==> config.mk <==
export PLATFORM = sky130hd
export DESIGN_NAME = mash_ctrl
export DESIGN_NICKNAME = d
export VERILOG_FILES = /design/src/rtl/mash_ctrl.sv
export SDC_FILE = /design/constraint.sdc
export NUM_CORES = 1
export LEC_CHECK = 0
export CORE_MARGIN = 2
export CORE_UTILIZATION = 45
export DETAILED_ROUTE_END_ITERATION = 7
export DONT_BUFFER_PORTS = 1
export GPL_ROUTABILITY_DRIVEN = 0
export REMOVE_ABC_BUFFERS = 1
export SLEW_MARGIN = 30
export SYNTH_ARGS = -nofsm -noshare
export SYNTH_HDL_FRONTEND = slang
export SYNTH_SLANG_ARGS = --single-unit
==> constraint.sdc <==
create_clock -name i_clk -period 6.63 [get_ports i_clk]
set_clock_uncertainty 0.2 [all_clocks]
set_input_delay 1.326 -clock i_clk [delete_from_list [all_inputs] [get_ports i_clk]]
set_output_delay 1.326 -clock i_clk [all_outputs]
set_load 0.01 [all_outputs]
==> src/rtl/mash_ctrl.sv <==
// MASH accumulator sequencing controller: flush, seed load, settle blanking, phase-step pulses.
// Optional macro MASH_CTRL_CFG_RESTART_EN: order/width changes in SETTLE or RUN force a restart.
module mash_ctrl #(
    parameter int FLUSH_CYCLES  = 4,
    parameter int SETTLE_CYCLES = 8,
    parameter int CNT_W         = 4
) (
    input  logic        i_clk,
    input  logic        i_rst,
    input  logic [11:0] i_seed,
    input  logic [1:0]  i_sel_order,
    input  logic [3:0]  i_mash_bit,
    input  logic        i_mashreseten,
    input  logic        i_phaseadjusten,
    input  logic        i_sel_frac,
    output logic        o_acc_clr,
    output logic        o_seed_load,
    output logic [11:0] o_seed,
    output logic [1:0]  o_sel_order,
    output logic [3:0]  o_mash_bit,
    output logic        o_sel_frac,
    output logic        o_phase_step,
    output logic        o_out_valid,
    output logic        o_busy
);

    typedef enum logic [1:0] {
        ST_FLUSH  = 2'd0,
        ST_LOAD   = 2'd1,
        ST_SETTLE = 2'd2,
        ST_RUN    = 2'd3
    } state_t;

    localparam logic [CNT_W-1:0] FLUSH_LAST  = CNT_W'(FLUSH_CYCLES - 1);
    localparam logic [CNT_W-1:0] SETTLE_LAST = CNT_W'(SETTLE_CYCLES - 1);

    state_t           r_state;
    state_t           w_state_next;
    logic [CNT_W-1:0] r_cnt;
    logic [CNT_W-1:0] w_cnt_next;
    logic             r_pend;
    logic             w_pend_next;
    logic             w_step_next;
    logic             r_pa_d;
    logic             w_pa_rise;
    logic             w_cfg_change;

    logic             r_acc_clr;
    logic             r_seed_load;
    logic [11:0]      r_seed;
    logic [1:0]       r_sel_order;
    logic [3:0]       r_mash_bit;
    logic             r_sel_frac;
    logic             r_phase_step;
    logic             r_out_valid;
    logic             r_busy;

    assign w_pa_rise = i_phaseadjusten & ~r_pa_d;

`ifdef MASH_CTRL_CFG_RESTART_EN
    assign w_cfg_change = ((r_state == ST_SETTLE) || (r_state == ST_RUN)) &&
                          ((i_sel_order != r_sel_order) || (i_mash_bit != r_mash_bit));
`else
    assign w_cfg_change = 1'b0;
`endif

    // Restart requests dominate everything, including a coincident phase edge.
    always_comb begin
        w_state_next = r_state;
        w_cnt_next   = r_cnt;
        w_pend_next  = r_pend;
        w_step_next  = 1'b0;
        if (i_mashreseten || w_cfg_change) begin
            w_state_next = ST_FLUSH;
            w_cnt_next   = '0;
            w_pend_next  = 1'b0;
        end else begin
            case (r_state)
                ST_FLUSH: begin
                    if (w_pa_rise) w_pend_next = 1'b1;
                    if (r_cnt == FLUSH_LAST) begin
                        w_state_next = ST_LOAD;
                        w_cnt_next   = '0;
                    end else begin
                        w_cnt_next = r_cnt + 1'b1;
                    end
                end
                ST_LOAD: begin
                    if (w_pa_rise) w_pend_next = 1'b1;
                    w_state_next = ST_SETTLE;
                    w_cnt_next   = '0;
                end
                ST_SETTLE: begin
                    if (r_cnt == SETTLE_LAST) begin
                        // An edge on the final settle cycle merges into the first-RUN pulse.
                        w_state_next = ST_RUN;
                        w_cnt_next   = '0;
                        w_step_next  = r_pend | w_pa_rise;
                        w_pend_next  = 1'b0;
                    end else begin
                        w_cnt_next = r_cnt + 1'b1;
                        if (w_pa_rise) w_pend_next = 1'b1;
                    end
                end
                ST_RUN: begin
                    w_step_next = w_pa_rise;
                end
                default: begin
                    w_state_next = ST_FLUSH;
                    w_cnt_next   = '0;
                    w_pend_next  = 1'b0;
                end
            endcase
        end
    end

    // Outputs are decoded from the next state so they line up with the state they describe.
    always_ff @(posedge i_clk or posedge i_rst) begin
        if (i_rst) begin
            r_state      <= ST_FLUSH;
            r_cnt        <= '0;
            r_pend       <= 1'b0;
            r_pa_d       <= 1'b0;
            r_acc_clr    <= 1'b1;
            r_busy       <= 1'b1;
            r_seed_load  <= 1'b0;
            r_phase_step <= 1'b0;
            r_out_valid  <= 1'b0;
            r_seed       <= '0;
            r_sel_order  <= '0;
            r_mash_bit   <= '0;
            r_sel_frac   <= 1'b0;
        end else begin
            r_state      <= w_state_next;
            r_cnt        <= w_cnt_next;
            r_pend       <= w_pend_next;
            r_pa_d       <= i_phaseadjusten;
            r_acc_clr    <= (w_state_next == ST_FLUSH);
            r_seed_load  <= (w_state_next == ST_LOAD);
            r_out_valid  <= (w_state_next == ST_RUN);
            r_busy       <= (w_state_next != ST_RUN);
            r_phase_step <= w_step_next;
            if (w_state_next == ST_LOAD) begin
                r_seed      <= i_seed;
                r_sel_order <= i_sel_order;
                r_mash_bit  <= i_mash_bit;
                r_sel_frac  <= i_sel_frac;
            end
        end
    end

    assign o_acc_clr    = r_acc_clr;
    assign o_seed_load  = r_seed_load;
    assign o_seed       = r_seed;
    assign o_sel_order  = r_sel_order;
    assign o_mash_bit   = r_mash_bit;
    assign o_sel_frac   = r_sel_frac;
    assign o_phase_step = r_phase_step;
    assign o_out_valid  = r_out_valid;
    assign o_busy       = r_busy;

endmodule

==> flow_summary.json <==
{
  "grtUsageTotal": 0.140,
  "overflow": 0,
  "place_hpwl_um": 1610,
  "port_buffers": 0,
  "netlist_area_sq_um": 1440,
  "drt_first_iter_violations": 36,
  "relSlewSlack": 0.531,
  "r2r-end": "o_sel_frac$_DFFE_PP0N_",
  "cts_resized": 0,
  "io_pins": 47,
  "synth_top_area_frac": 0.523,
  "grt_pass1_wl_um": 3600,
  "cts_tree": "built",
  "hold-path-cell-count": 2,
  "yosys_warnings": 0,
  "cts_hold_buffers": 0,
  "fin_nets": 137,
  "rsz0062_at_grt": "no",
  "clk_latency_ns": 0.32,
  "wl_per_cell_um": 15.1,
  "cts-root-buf": "clkbuf_4",
  "start_util": 0.470,
  "antenna_found_initial": 0,
  "async_reset_ff_frac": 1.00,
  "status": "finished clean",
  "die-area_sq_um": 3660,
  "seqCellArea_sq_um": 803,
  "hold_path_end": "r_cnt[1]$_DFFE_PP0P_",
  "htreeDepth": 2,
  "cts_buffers": 5,
  "routed_wl_um": 2320,
  "max-clock-path-buffers": 2,
  "maxSlewViolCount": 0,
  "dr_total_vias": 811,
  "irDropWorstVdd_v": 0.000197,
  "wl_met2_um": 1100,
  "synth_cells": 104,
  "crit_family": "buffers and inverters",
  "p_int_w": 0.000463,
  "via_per_inst": 5.27,
  "power_density_nw_per_um2": 428,
  "p_switching_w": 0.000204,
  "synthTopCellsByCount": "dfrtp_1 (30), mux2_4 (19), a21oi_1 (7), inv_1 (7)",
  "clkPwrFrac": 0.210,
  "drtAntennaViolNets": 0,
  "worst-path-max-fanout": 20,
  "drc": 0,
  "placementRows": 20,
  "wl_met1_um": 959,
  "clk_pin_slew_ns": 0.09,
  "p_comb_frac": 0.268,
  "ys_seq_area_frac": 0.560,
  "cts.sinks": 32,
  "nFillCells": 282,
  "hold_viol": 0,
  "synth_top_area_cell": "dfrtp_1",
  "grt_pass1_vias": 792,
  "crit_type": "flip-flop to flip-flop",
  "pwr-share-seq": 0.522,
  "switching_share": 0.306,
  "worstHoldStart": "r_cnt[1]$_DFFE_PP0P_",
  "drive_above_1_share": 0.309,
  "drt_first_pass_iters": 4,
  "path_buf_inv": 2,
  "worstMarginPinSlew_ns": 0.696,
  "die_y_um": 60.5,
  "leakage_nw": 0.694,
  "period_share": 0.369,
  "fmax_mhz": 408,
  "r2r_slack_ns": 4.18,
  "yosys-top-cells-area": "dfrtp_1 (52%), mux2_4 (20%), ha_1 (4.4%)",
  "min_path_type": "flip-flop to flip-flop",
  "drv_cap": 0,
  "setup_viol": 0,
  "required_ns": 6.64,
  "yosysUniqueCellTypes": 30,
  "syn_area_per_cell_sq_um": 13.8,
  "synth-main-ff-cell": "dfrtp_1",
  "slowest_delay_ns": 0.43,
  "worstPathArrival_ns": 2.45,
  "synth_seq_cells": 32,
  "core_area_sq_um": 3050,
  "postCtsSetupBuffers": 0,
  "path_cells": "inv_1 > ha_1 > mux2i_1 > o31a_1 > nor3b_4 > buf_4 > mux2_4",
  "fin_hold_ws_ns": 0.350,
  "yosys.cell_count.top_type": "dfrtp_1",
  "multi_input_area_sq_um": 581,
  "worstSetupStartpointType": "flip-flop",
  "finalSetupTns_ns": 0,
  "crit_slowest_cell": "dfrtp_1",
  "dr_wl_met3_um": 210,
  "num_antenna_cells": 0,
  "worstRegToRegCells": 7,
  "finalCriticalPeriod_ns": 2.45,
  "area_growth_pct": 8.46,
  "synth_edf_count": 0,
  "grt_max_degree": 33,
  "worstReg2RegStart": "r_state[0]$_DFF_PP0_",
  "cp-end-kind": "flip-flop",
  "top_layer": "met4",
  "die_width_um": 60.5
}
-- final cells by class --
cell class / count / share of cell area
repair buffers: 2 / 0.00965
inverters: 7 / 0.0169
flip-flops and latches: 32 / 0.516
well taps: 44 / 0.0354
multi-input cells: 61 / 0.373
clock buffers: 6 / 0.0265
clock inverters: 2 / 0.0225
-- tightest hold or removal path: cells and delay by family (launching register included) --
| family | cells | cell delay [ns] |
|---|---|---|
| flops | 1 | 0.40 |
| compound gates | 1 | 0.06 |
| simple gates | 1 | 0.06 |
-- power by group through the flow --
stage	clock network (W)	registers, W	logic (W)
finish	0.000140	0.000348	0.000179
floorplan	0	0.000337	0.000158
global placement	0	0.000351	0.000176
global route	0.000159	0.000359	0.000195
detailed placement	0	0.000352	0.000179
CTS	0.000146	0.000349	0.000181
-- how the worst max path moves through the flow --
stage	depth (start not counted)	start	endpoint
2_1_floorplan	2	i_mashreseten	o_mash_bit[0]$_DFFE_PP0N_
3_3_place_gp	4	i_mashreseten	r_cnt[3]$_DFFE_PP0P_
3_5_place_dp	4	i_mashreseten	r_cnt[3]$_DFFE_PP0P_
4_1_cts	7	r_state[0]$_DFF_PP0_	o_sel_frac$_DFFE_PP0N_
5_1_grt	7	r_state[0]$_DFF_PP0_	o_sel_frac$_DFFE_PP0N_
6_report	7	r_state[0]$_DFF_PP0_	o_sel_frac$_DFFE_PP0N_
-- per-layer routing --
layer,vias up,GRT usage
met4,0,0.0870
met5,-,0
li1,371,-
met3,8,0.0661
met2,39,0.211
met1,393,0.162
-- placed cells by master (no fill, tap or decap), types with 2 or more instances in the layout --
master and instances:
mux2_4 19, ha_1 5, dfrtp_1 30, inv_1 7
clkbuf_4 5, a21oi_1 7, nand2b_1 2, o21ai_0 4
nor2_1 2, buf_4 2, dfstp_2 2, nand2_1 5
-- stage by stage --
stage | cell area (sq um) | total power, W | utilization | instances | setup WS (ns)
final | 1560 | 0.000666 | 0.510 | 154 | 4.18
after global routing | 1560 | 0.000714 | 0.510 | 154 | 4.01
after CTS | 1560 | 0.000676 | 0.510 | 154 | 4.17
after detailed placement | 1480 | 0.000531 | 0.485 | 146 | 4.03
after global placement | 1480 | 0.000527 | 0.485 | 146 | 4.10
after floorplan | 1400 | 0.000494 | - | 100 | 3.37
-- sequential cells by signal, indices dropped and copies added (netlist names), 2 cells and up --
register / cells
r_state: 2
o_sel_order: 2
o_mash_bit: 4
o_seed: 12
r_cnt: 4
-- kinds of logic after synthesis --
family	share of synthesized area
XOR/XNOR	0.00610
buffers and inverters	0.0401
multiplexers	0.206
AND/OR/NAND/NOR	0.0654
AO/OA/AOI/OAI	0.0793
flip-flops	0.560
adder cells (fa/ha/maj)	0.0436
No activity file was read; power rests on OpenSTA's default activity.
